<file path="config.mk">
export PLATFORM = sky130hd
export DESIGN_NAME = box_drawer
export DESIGN_NICKNAME = d
export VERILOG_FILES = /design/src/rtl/display_pkg.sv /design/src/rtl/pixel_scan_counter.sv /design/src/rtl/box_drawer.sv
export SDC_FILE = /design/constraint.sdc
export NUM_CORES = 1
export LEC_CHECK = 0
export ABC_CLOCK_PERIOD_IN_PS = 2900
export CAP_MARGIN = 0
export CORE_MARGIN = 10
export CORE_UTILIZATION = 25
export DETAILED_ROUTE_END_ITERATION = 8
export PLACE_DENSITY = 0.45
export SETUP_SLACK_MARGIN = 0.15
export SKIP_CTS_REPAIR_TIMING = 1
export SLEW_MARGIN = 20
export SYNTH_ARGS = -nofsm -noshare
export SYNTH_HDL_FRONTEND = slang
export SYNTH_HIERARCHICAL = 1
export SYNTH_SLANG_ARGS = --single-unit
</file>
<file path="constraint.sdc">
create_clock -name clock -period 2.9 [get_ports clock]
set_input_delay 0.29 -clock clock [delete_from_list [all_inputs] [get_ports clock]]
set_output_delay 0.29 -clock clock [all_outputs]
set_load 0.03 [all_outputs]
</file>
<file path="src/rtl/display_pkg.sv">
// Shared display-path constants, colours and the box-drawer state encoding.
package display_pkg;

    localparam int SCREEN_W   = 240;
    localparam int SCREEN_H   = 180;
    localparam int LANE_X0    = 40;
    localparam int LANE_PITCH = 60;

    localparam logic [2:0] C_NOTE = 3'b010;
    localparam logic [2:0] C_BG   = 3'b000;

    // Lane index that means "nothing to draw for this slot".
    localparam logic [1:0] NO_BOX = 2'd3;

    typedef enum logic [1:0] {
        S_IDLE   = 2'd0,
        S_LOADED = 2'd1,
        S_DRAW   = 2'd2,
        S_DONE   = 2'd3
    } drawState_t;

endpackage

</file>
<file path="src/rtl/pixel_scan_counter.sv">
// Nested dx/dy raster counter; dx is the inner loop. Exposes the post-edge value
// so the caller can register pixel coordinates in the same cycle the counter moves.
module pixel_scan_counter #(
    parameter int BOX_W = 16,
    parameter int BOX_H = 8,
    localparam int DXW = (BOX_W > 1) ? $clog2(BOX_W) : 1,
    localparam int DYW = (BOX_H > 1) ? $clog2(BOX_H) : 1
) (
    input  logic           clock,
    input  logic           reset,
    input  logic           clear,
    input  logic           enable,
    output logic [DXW-1:0] dxNext,
    output logic [DYW-1:0] dyNext,
    output logic           last
);

    logic [DXW-1:0] dx;
    logic [DYW-1:0] dy;

    always_comb begin
        dxNext = dx;
        dyNext = dy;
        if (clear) begin
            dxNext = '0;
            dyNext = '0;
        end else if (enable) begin
            if (dx == DXW'(BOX_W - 1)) begin
                dxNext = '0;
                dyNext = (dy == DYW'(BOX_H - 1)) ? '0 : dy + DYW'(1);
            end else begin
                dxNext = dx + DXW'(1);
            end
        end
    end

    assign last = (dx == DXW'(BOX_W - 1)) && (dy == DYW'(BOX_H - 1));

    always_ff @(posedge clock) begin
        if (reset) begin
            dx <= '0;
            dy <= '0;
        end else begin
            dx <= dxNext;
            dy <= dyNext;
        end
    end

endmodule

</file>
<file path="src/rtl/box_drawer.sv">
// Draw-handshake responder: latches a lane/row, rasterises a filled box into the
// VGA adapter one pixel per clock, then pulses shapeDone for one cycle.
module box_drawer
    import display_pkg::*;
#(
    parameter int SCREEN_W   = display_pkg::SCREEN_W,
    parameter int SCREEN_H   = display_pkg::SCREEN_H,
    parameter int BOX_W      = 16,
    parameter int BOX_H      = 8,
    parameter int LANE_X0    = display_pkg::LANE_X0,
    parameter int LANE_PITCH = display_pkg::LANE_PITCH
) (
    input  logic       clock,
    input  logic       reset,
    input  logic       loadStartAddress,
    input  logic       startingAddressLoaded,
    input  logic [1:0] boxCounter,
    input  logic [7:0] rowY,
    input  logic       noteOn,
    output logic [7:0] x,
    output logic [7:0] y,
    output logic [2:0] colour,
    output logic       plot,
    output logic       shapeDone
);

    localparam int DXW = (BOX_W > 1) ? $clog2(BOX_W) : 1;
    localparam int DYW = (BOX_H > 1) ? $clog2(BOX_H) : 1;

    drawState_t state, stateNext;

    logic [1:0] idxReg;
    logic [7:0] rowReg;
    logic [7:0] x0Reg;
    logic       noteReg;

    logic latchEn;
    logic clearScan;
    logic enableScan;
    logic drawPixel;
    logic doneNext;

    logic [DXW-1:0] dxNext;
    logic [DYW-1:0] dyNext;
    logic           scanLast;

    logic [8:0] pixX9;
    logic [8:0] pixY9;
    logic       pixVisible;

    pixel_scan_counter #(
        .BOX_W(BOX_W),
        .BOX_H(BOX_H)
    ) u_scan (
        .clock (clock),
        .reset (reset),
        .clear (clearScan),
        .enable(enableScan),
        .dxNext(dxNext),
        .dyNext(dyNext),
        .last  (scanLast)
    );

    always_comb begin
        stateNext  = state;
        latchEn    = 1'b0;
        clearScan  = 1'b0;
        enableScan = 1'b0;
        drawPixel  = 1'b0;
        doneNext   = 1'b0;
        case (state)
            S_IDLE, S_LOADED: begin
                // In IDLE a new load wins; in LOADED the draw command wins.
                if (loadStartAddress && (state == S_IDLE || !startingAddressLoaded)) begin
                    latchEn   = 1'b1;
                    stateNext = S_LOADED;
                end else if (startingAddressLoaded) begin
                    if (idxReg == NO_BOX) begin
                        doneNext  = 1'b1;
                        stateNext = S_DONE;
                    end else begin
                        clearScan = 1'b1;
                        drawPixel = 1'b1;
                        stateNext = S_DRAW;
                    end
                end
            end
            S_DRAW: begin
                if (scanLast) begin
                    doneNext  = 1'b1;
                    stateNext = S_DONE;
                end else begin
                    enableScan = 1'b1;
                    drawPixel  = 1'b1;
                end
            end
            S_DONE: stateNext = S_IDLE;
            default: stateNext = S_IDLE;
        endcase
    end

    // Coordinates of the pixel the counter is about to hold; 9-bit so clipping sees overflow.
    always_comb begin
        pixX9      = {1'b0, x0Reg} + 9'(dxNext);
        pixY9      = {1'b0, rowReg} + 9'(dyNext);
        pixVisible = (pixX9 < 9'(SCREEN_W)) && (pixY9 < 9'(SCREEN_H));
    end

    always_ff @(posedge clock) begin
        if (reset) begin
            state     <= S_IDLE;
            idxReg    <= '0;
            rowReg    <= '0;
            noteReg   <= 1'b0;
            x0Reg     <= 8'(LANE_X0);
            x         <= '0;
            y         <= '0;
            colour    <= '0;
            plot      <= 1'b0;
            shapeDone <= 1'b0;
        end else begin
            state     <= stateNext;
            plot      <= drawPixel && pixVisible;
            shapeDone <= doneNext;
            if (latchEn) begin
                idxReg  <= boxCounter;
                rowReg  <= rowY;
                noteReg <= noteOn;
                x0Reg   <= 8'(LANE_X0) + 8'(LANE_PITCH) * {6'b0, boxCounter};
            end
            if (drawPixel) begin
                x      <= pixX9[7:0];
                y      <= pixY9[7:0];
                colour <= noteReg ? C_NOTE : C_BG;
            end
        end
    end

endmodule

</file>
; ---- Yosys cells after proc, flatten, opt, wreduce, memory -nomap -nowiden
; Cells that the tools add are included.
[op_classes]
mux = 27
n_eq_ne = 8
addsub = 5
magnitude_cmp = 2
mul = 1
n_reduce_logical = 9
[op_table]
columns = cell, count
row1 = "< comparator 9 x 8 -> 1 bit, second input constant", 2
row2 = two-way mux 1 bit, 13
row3 = two-way mux 3 bit, 4
row4 = two-way mux 4 bit, 3
row5 = adder 8 x 3 -> 9 bit, 1
row6 = adder 8 x 4 -> 9 bit, 1
row7 = "adder 6 x 8 -> 8 bit, first input constant", 1
row8 = two-way mux 2 bit, 4
row9 = "equality test 2 bit, second input constant", 3
row10 = "multiplier 4 x 2 -> 6 bit, first input constant", 1
row11 = case mux 2 bit (3 select lines), 1
row12 = "adder 4 x 1 -> 4 bit, second input constant", 1
row13 = "equality test 4 bit, second input constant", 1
row14 = logical AND 1 bit, 4
row15 = case mux 1 bit (2 select lines), 2
row16 = "adder 3 x 1 -> 3 bit, second input constant", 1
row17 = "equality test 3 bit, second input constant", 1
row18 = "!= test 3 bit, second input constant", 1
row19 = "equality test 2 x 1 -> 1 bit, second input constant", 1
row20 = zero test 2 bit, 1
row21 = "!= test 2 bit, second input constant", 1
row22 = AND reduction 2 bit, 1
row23 = OR reduction 2 bit, 1
row24 = zero test 1 bit, 1
row25 = logical OR 1 bit, 1
[word_totals]
input_bits = 15
register_bits = 49
output_inout_bits = 21

; ---- Depth between registers and ports, before layout
[depth]
ltp_word = 10
ltp_mapped = 15
mapped_depth_nobuf = 15

; ---- Hierarchy
; The synthesis kept the hierarchy.
[modules_own_cells]
columns = module, area_per_inst_um2, n_inst, cells_each
row1 = box_drawer, 1840.5, 1, 203
row2 = pixel_scan_counter, 376.6, 1, 44

; ---- Worst setup path after synthesis
; No wires, ideal clock.
[synth_path]
kind = reg-to-reg
from = register u_scan.dy[0]
to = register plot
stages_incl_launch_ff = 16
arrival_ps = 2970
synth_period_minus_slack_ps = 3048
setup_time_ps = 78
required_ps = 2822
path_slack_ps = -148
cell_sequence = dfxtp_1 -> ha_1 -> ha_1 -> inv_1 -> nor2_1 -> nor2_1 -> nand4_4 -> mux2i_1 -> nor2_1 -> ha_1 -> fa_1 -> a21oi_1 -> nor3_1 -> a311oi_1 -> o311ai_0 -> nor3_1
[synth_via]
elab_chain_len = 10
word_cells_on_any_way = 18
cone_classes = 3 x add/sub / 2 x order compare / 1 x eq/ne / 9 x mux / 3 x reduce/logical
[synth_rtl]
columns = element, line
row1 = from (decl), pixel_scan_counter.sv:19  ; logic [DYW-1:0] dy;
row2 = from (signal assigned), pixel_scan_counter.sv:45  ; dy <= dyNext;
row3 = equality test 3 bit, pixel_scan_counter.sv:37  ; assign last = (dx == DXW'(BOX_W - 1)) && (dy == DYW'(BOX_H - 1));
row4 = logical AND 1 bit, pixel_scan_counter.sv:37
row5 = via scanLast, box_drawer.sv:45  ; logic scanLast;
row6 = two-way mux 1 bit, box_drawer.sv:89  ; if (scanLast) begin
row7 = two-way mux 1 bit, box_drawer.sv:71  ; case (state)
row8 = via enableScan, box_drawer.sv:39  ; logic enableScan;
row9 = two-way mux 3 bit, pixel_scan_counter.sv:27  ; end else if (enable) begin
row10 = two-way mux 3 bit, pixel_scan_counter.sv:24  ; if (clear) begin
row11 = via dyNext[0], box_drawer.sv:44  ; logic [DYW-1:0] dyNext;
row12 = adder 8 x 3 -> 9 bit, box_drawer.sv:105  ; pixY9 = {1'b0, rowReg} + 9'(dyNext);
row13 = < comparator 9 x 8 -> 1 bit, box_drawer.sv:106  ; pixVisible = (pixX9 < 9'(SCREEN_W)) && (pixY9 < 9'(SCREEN_H));
row14 = logical AND 1 bit, box_drawer.sv:106
row15 = logical AND 1 bit, box_drawer.sv:123  ; plot <= drawPixel && pixVisible;
row16 = to (signal assigned), box_drawer.sv:123
row17 = to (decl), box_drawer.sv:23  ; output logic plot,
; The timed path passes the listed nets, and every way through them passes these cells.
; A chain may end at the register's enable or synchronous reset.

; ---- Worst setup path in the final report
; Ends and elaborated chain as after synthesis.

==> impl_metrics.toml <==
[place]
dpl_cell_area_um2 = 2696
port_buffers = 33
place_ws_ns = -0.02894
gp_congestion = 0.7645
dp_hpwl_um = 3829
dp.cells = 385

[setup_path]
worst_ep_arrival_time_ns = 3.09
cp_data_required_time_ns = 3.11
timing.rr.start = "u_scan/dy[0]"
reg2reg_depth = 15
end_kind = "flip-flop"
r2r_end = "plot"
crit_end = "plot"
r2r_slack_ns = 0.03
cp-startpoint = "u_scan/dy[0]"
startpoint_type = "flip-flop"
path_max_fanout = 3
crit_type = "reg -> reg"

[timing]
worst_pin_slew_ns = 0.7349
worst_slack_ns = 0.02822
max_clock_freq_mhz = 348.2
fin_crit_ns = 2.872
report.final.hold_viol_count = 0
slew_headroom = 0.5086
final-max-slew-violation-count = 0
hold_slack_ns = 0.4619
tns_ns = 0
setup_viol = 0
grt_setup_unrepaired = "true"
finalCritPeriodShare = 0.9903
finalClockSkew_ns = 0.002118

[yosys]
ys_ff_latch = 44
yosysWarnings = 6
yosys.area_share.simple = 0.1953
synth_fa_ha_area_frac = 0.07449
synth_commonest_cells = "dfxtp_1 (44), nor2_1 (40), nand2_1 (33)"
synth_ff_type = "dfxtp_1"
synth_top_family_by_area = "simple AND/OR/NAND/NOR gates"
synth_area_um2 = 2217
syn-instance-count = 247
synth_compound_gate_area_share = 0.1558
yosysTopAreaCellShare = 0.3973
synth_cell_types = 37
yosys.area.top_type = "dfxtp_1"
synthArstFlopShare = 0
synth_most_common_cell = "dfxtp_1"
ys_top_cells_by_area = "dfxtp_1 (40%), nor2_1 (6.8%), mux2i_1 (6.3%)"
synth-edff-count = 0
synth_xor_area_frac = 0.04740
synthMuxAreaShare = 0.06321
synth_seq_area_share = 0.3973
syn_avg_cell_area_um2 = 8.976

[route]
drtAntennaViolNets = 0
routedWlPerCell_um = 13.55
drc = 0
detail_route.iter0.violations = 60
routed_wl_um = 5394
vias = 1737
dr.pass1.iters = 4
viasPerCell = 4.364

[grt]
grt_pass1_wl_um = 8949
grt_max_degree = 27
antenna_found_initial = 0
grt_usage = 0.08363
grt_pass1_vias = 1814
grt_overflow = 0

[layout]
final_util = 0.3379
antenna_cells = 0
syn_to_final_growth_pct = 32.28
multi_input_area_um2 = 1319
fill_cells = 942
nNetsFinal = 316
final_area_um2 = 2933
stdcell_count = 398
drive_gt1_frac = 0.2241
regArea_um2 = 888.4

[floorplanning]
die_x_um = 114.2
core_area_um2 = 8678
start_util = 0.2555
io_pins = 36
std_cell_rows = 34
die_area_um2 = 13030
die_h_um = 114.2

[cts]
root_buffer = "clkbuf_8"
htreeDepth = 2
clk_pin_slew_ns = 0.08
cts_tree = "built"
cts_sinks = 44
cts_made_buffers = 5
insertion_delay_ns = 0.29
clk_path_buf_depth = 2

[power_and_ir_drop]
peakVddDrop_mv = 0.1664
power.density_nw_per_um2 = 471.9
p_total_mw = 1.384
p_leak_nw = 1.121

[hold_path]
min_path_type = "reg -> reg"

[run]
cap_viol_max_count = 0

[run_status]
status = "finished clean"
-- layout make-up --
class | instances | area share
Clock buffer | 8 | 0.03072
Inverter | 8 | 0.01109
Multi-Input combinational cell | 182 | 0.4497
Timing Repair Buffer | 48 | 0.1596
Sequential cell | 44 | 0.3029
Tap cell | 108 | 0.04608
-- power breakdown --
| part | internal (mW) | leakage [nW] | switching [mW] |
|---|---|---|---|
| logic | 0.136 | 0.713 | 0.173 |
| clock network | 0.195 | 0.0455 | 0.203 |
| registers | 0.645 | 0.362 | 0.0328 |
| total | 0.975 | 1.12 | 0.409 |
-- flip-flops by register name (all words and copies together), names as in the netlist --
name / cells
colour: 1
idxReg: 2
noteReg: 1
plot: 1
rowReg: 8
shapeDone: 1
state: 2
u_scan/dx: 4
u_scan/dy: 3
x: 8
x0Reg: 5
y: 8
-- worst max-delay path: stages, from the launching register on --
cell	delay [ns]
dfxtp_4	0.37
ha_4	0.16
ha_4	0.16
inv_4	0.05
nor2_4	0.03
nor2_4	0.13
nand4_4	0.14
mux2i_2	0.22
nor2_1	0.07
ha_2	0.21
fa_2	0.43
a21oi_2	0.19
nor3_2	0.08
a311oi_2	0.25
o311ai_1	0.14
nor3_1	0.15
-- how the worst min path moves through the flow --
stage          startpoint            to  slack, ns  cells after the start
2_1_floorplan       reset  u_scan/dx[1]       0.37                      1
3_3_place_gp    idxReg[1]     idxReg[1]       0.44                      2
3_5_place_dp    idxReg[1]     idxReg[1]       0.45                      2
4_1_cts         idxReg[1]     idxReg[1]       0.46                      2
5_1_grt         rowReg[0]     rowReg[0]       0.48                      2
6_report        idxReg[1]     idxReg[1]       0.46                      2
-- placed cells by master (no fill, tap or decap), drive strengths merged, types with 2 or more instances in the layout --
| cell type | n |
|---|---|
| xnor2 | 7 |
| clkdlybuf4s50 | 33 |
| a211oi | 13 |
| xor2 | 5 |
| a211o | 2 |
| a21oi | 21 |
| mux2i | 14 |
| buf | 15 |
| nand3 | 3 |
| fa | 2 |
| nor3 | 6 |
| conb | 2 |
| ha | 10 |
| nand2b | 2 |
| nand4 | 4 |
| o22a | 2 |
| inv | 8 |
| nor2b | 4 |
| nand2 | 33 |
| clkbuf | 8 |
| nor2 | 42 |
| dfxtp | 44 |
-- layer usage --
metal | share of wire | global-route usage | wire length, µm | vias up
met4 | 0.010 | 0.03258 | 54 | 0
met2 | 0.49 | 0.1378 | 2617 | 23
met5 | 0 | 0 | 0 | -
li1 | - | - | - | 917
met3 | 0.051 | 0.02463 | 273 | 2
met1 | 0.45 | 0.09978 | 2449 | 795
-- cells by family (layout without fill, tap and decap cells) --
family,after synthesis,in the layout
fa+ha+maj,12,12
simple gates,97,97
buf+inv,22,64
other cells,1,2
xor+xnor,12,12
flops,44,44
mux,14,14
compound gates,45,45
(Power assumes the default switching activity.)
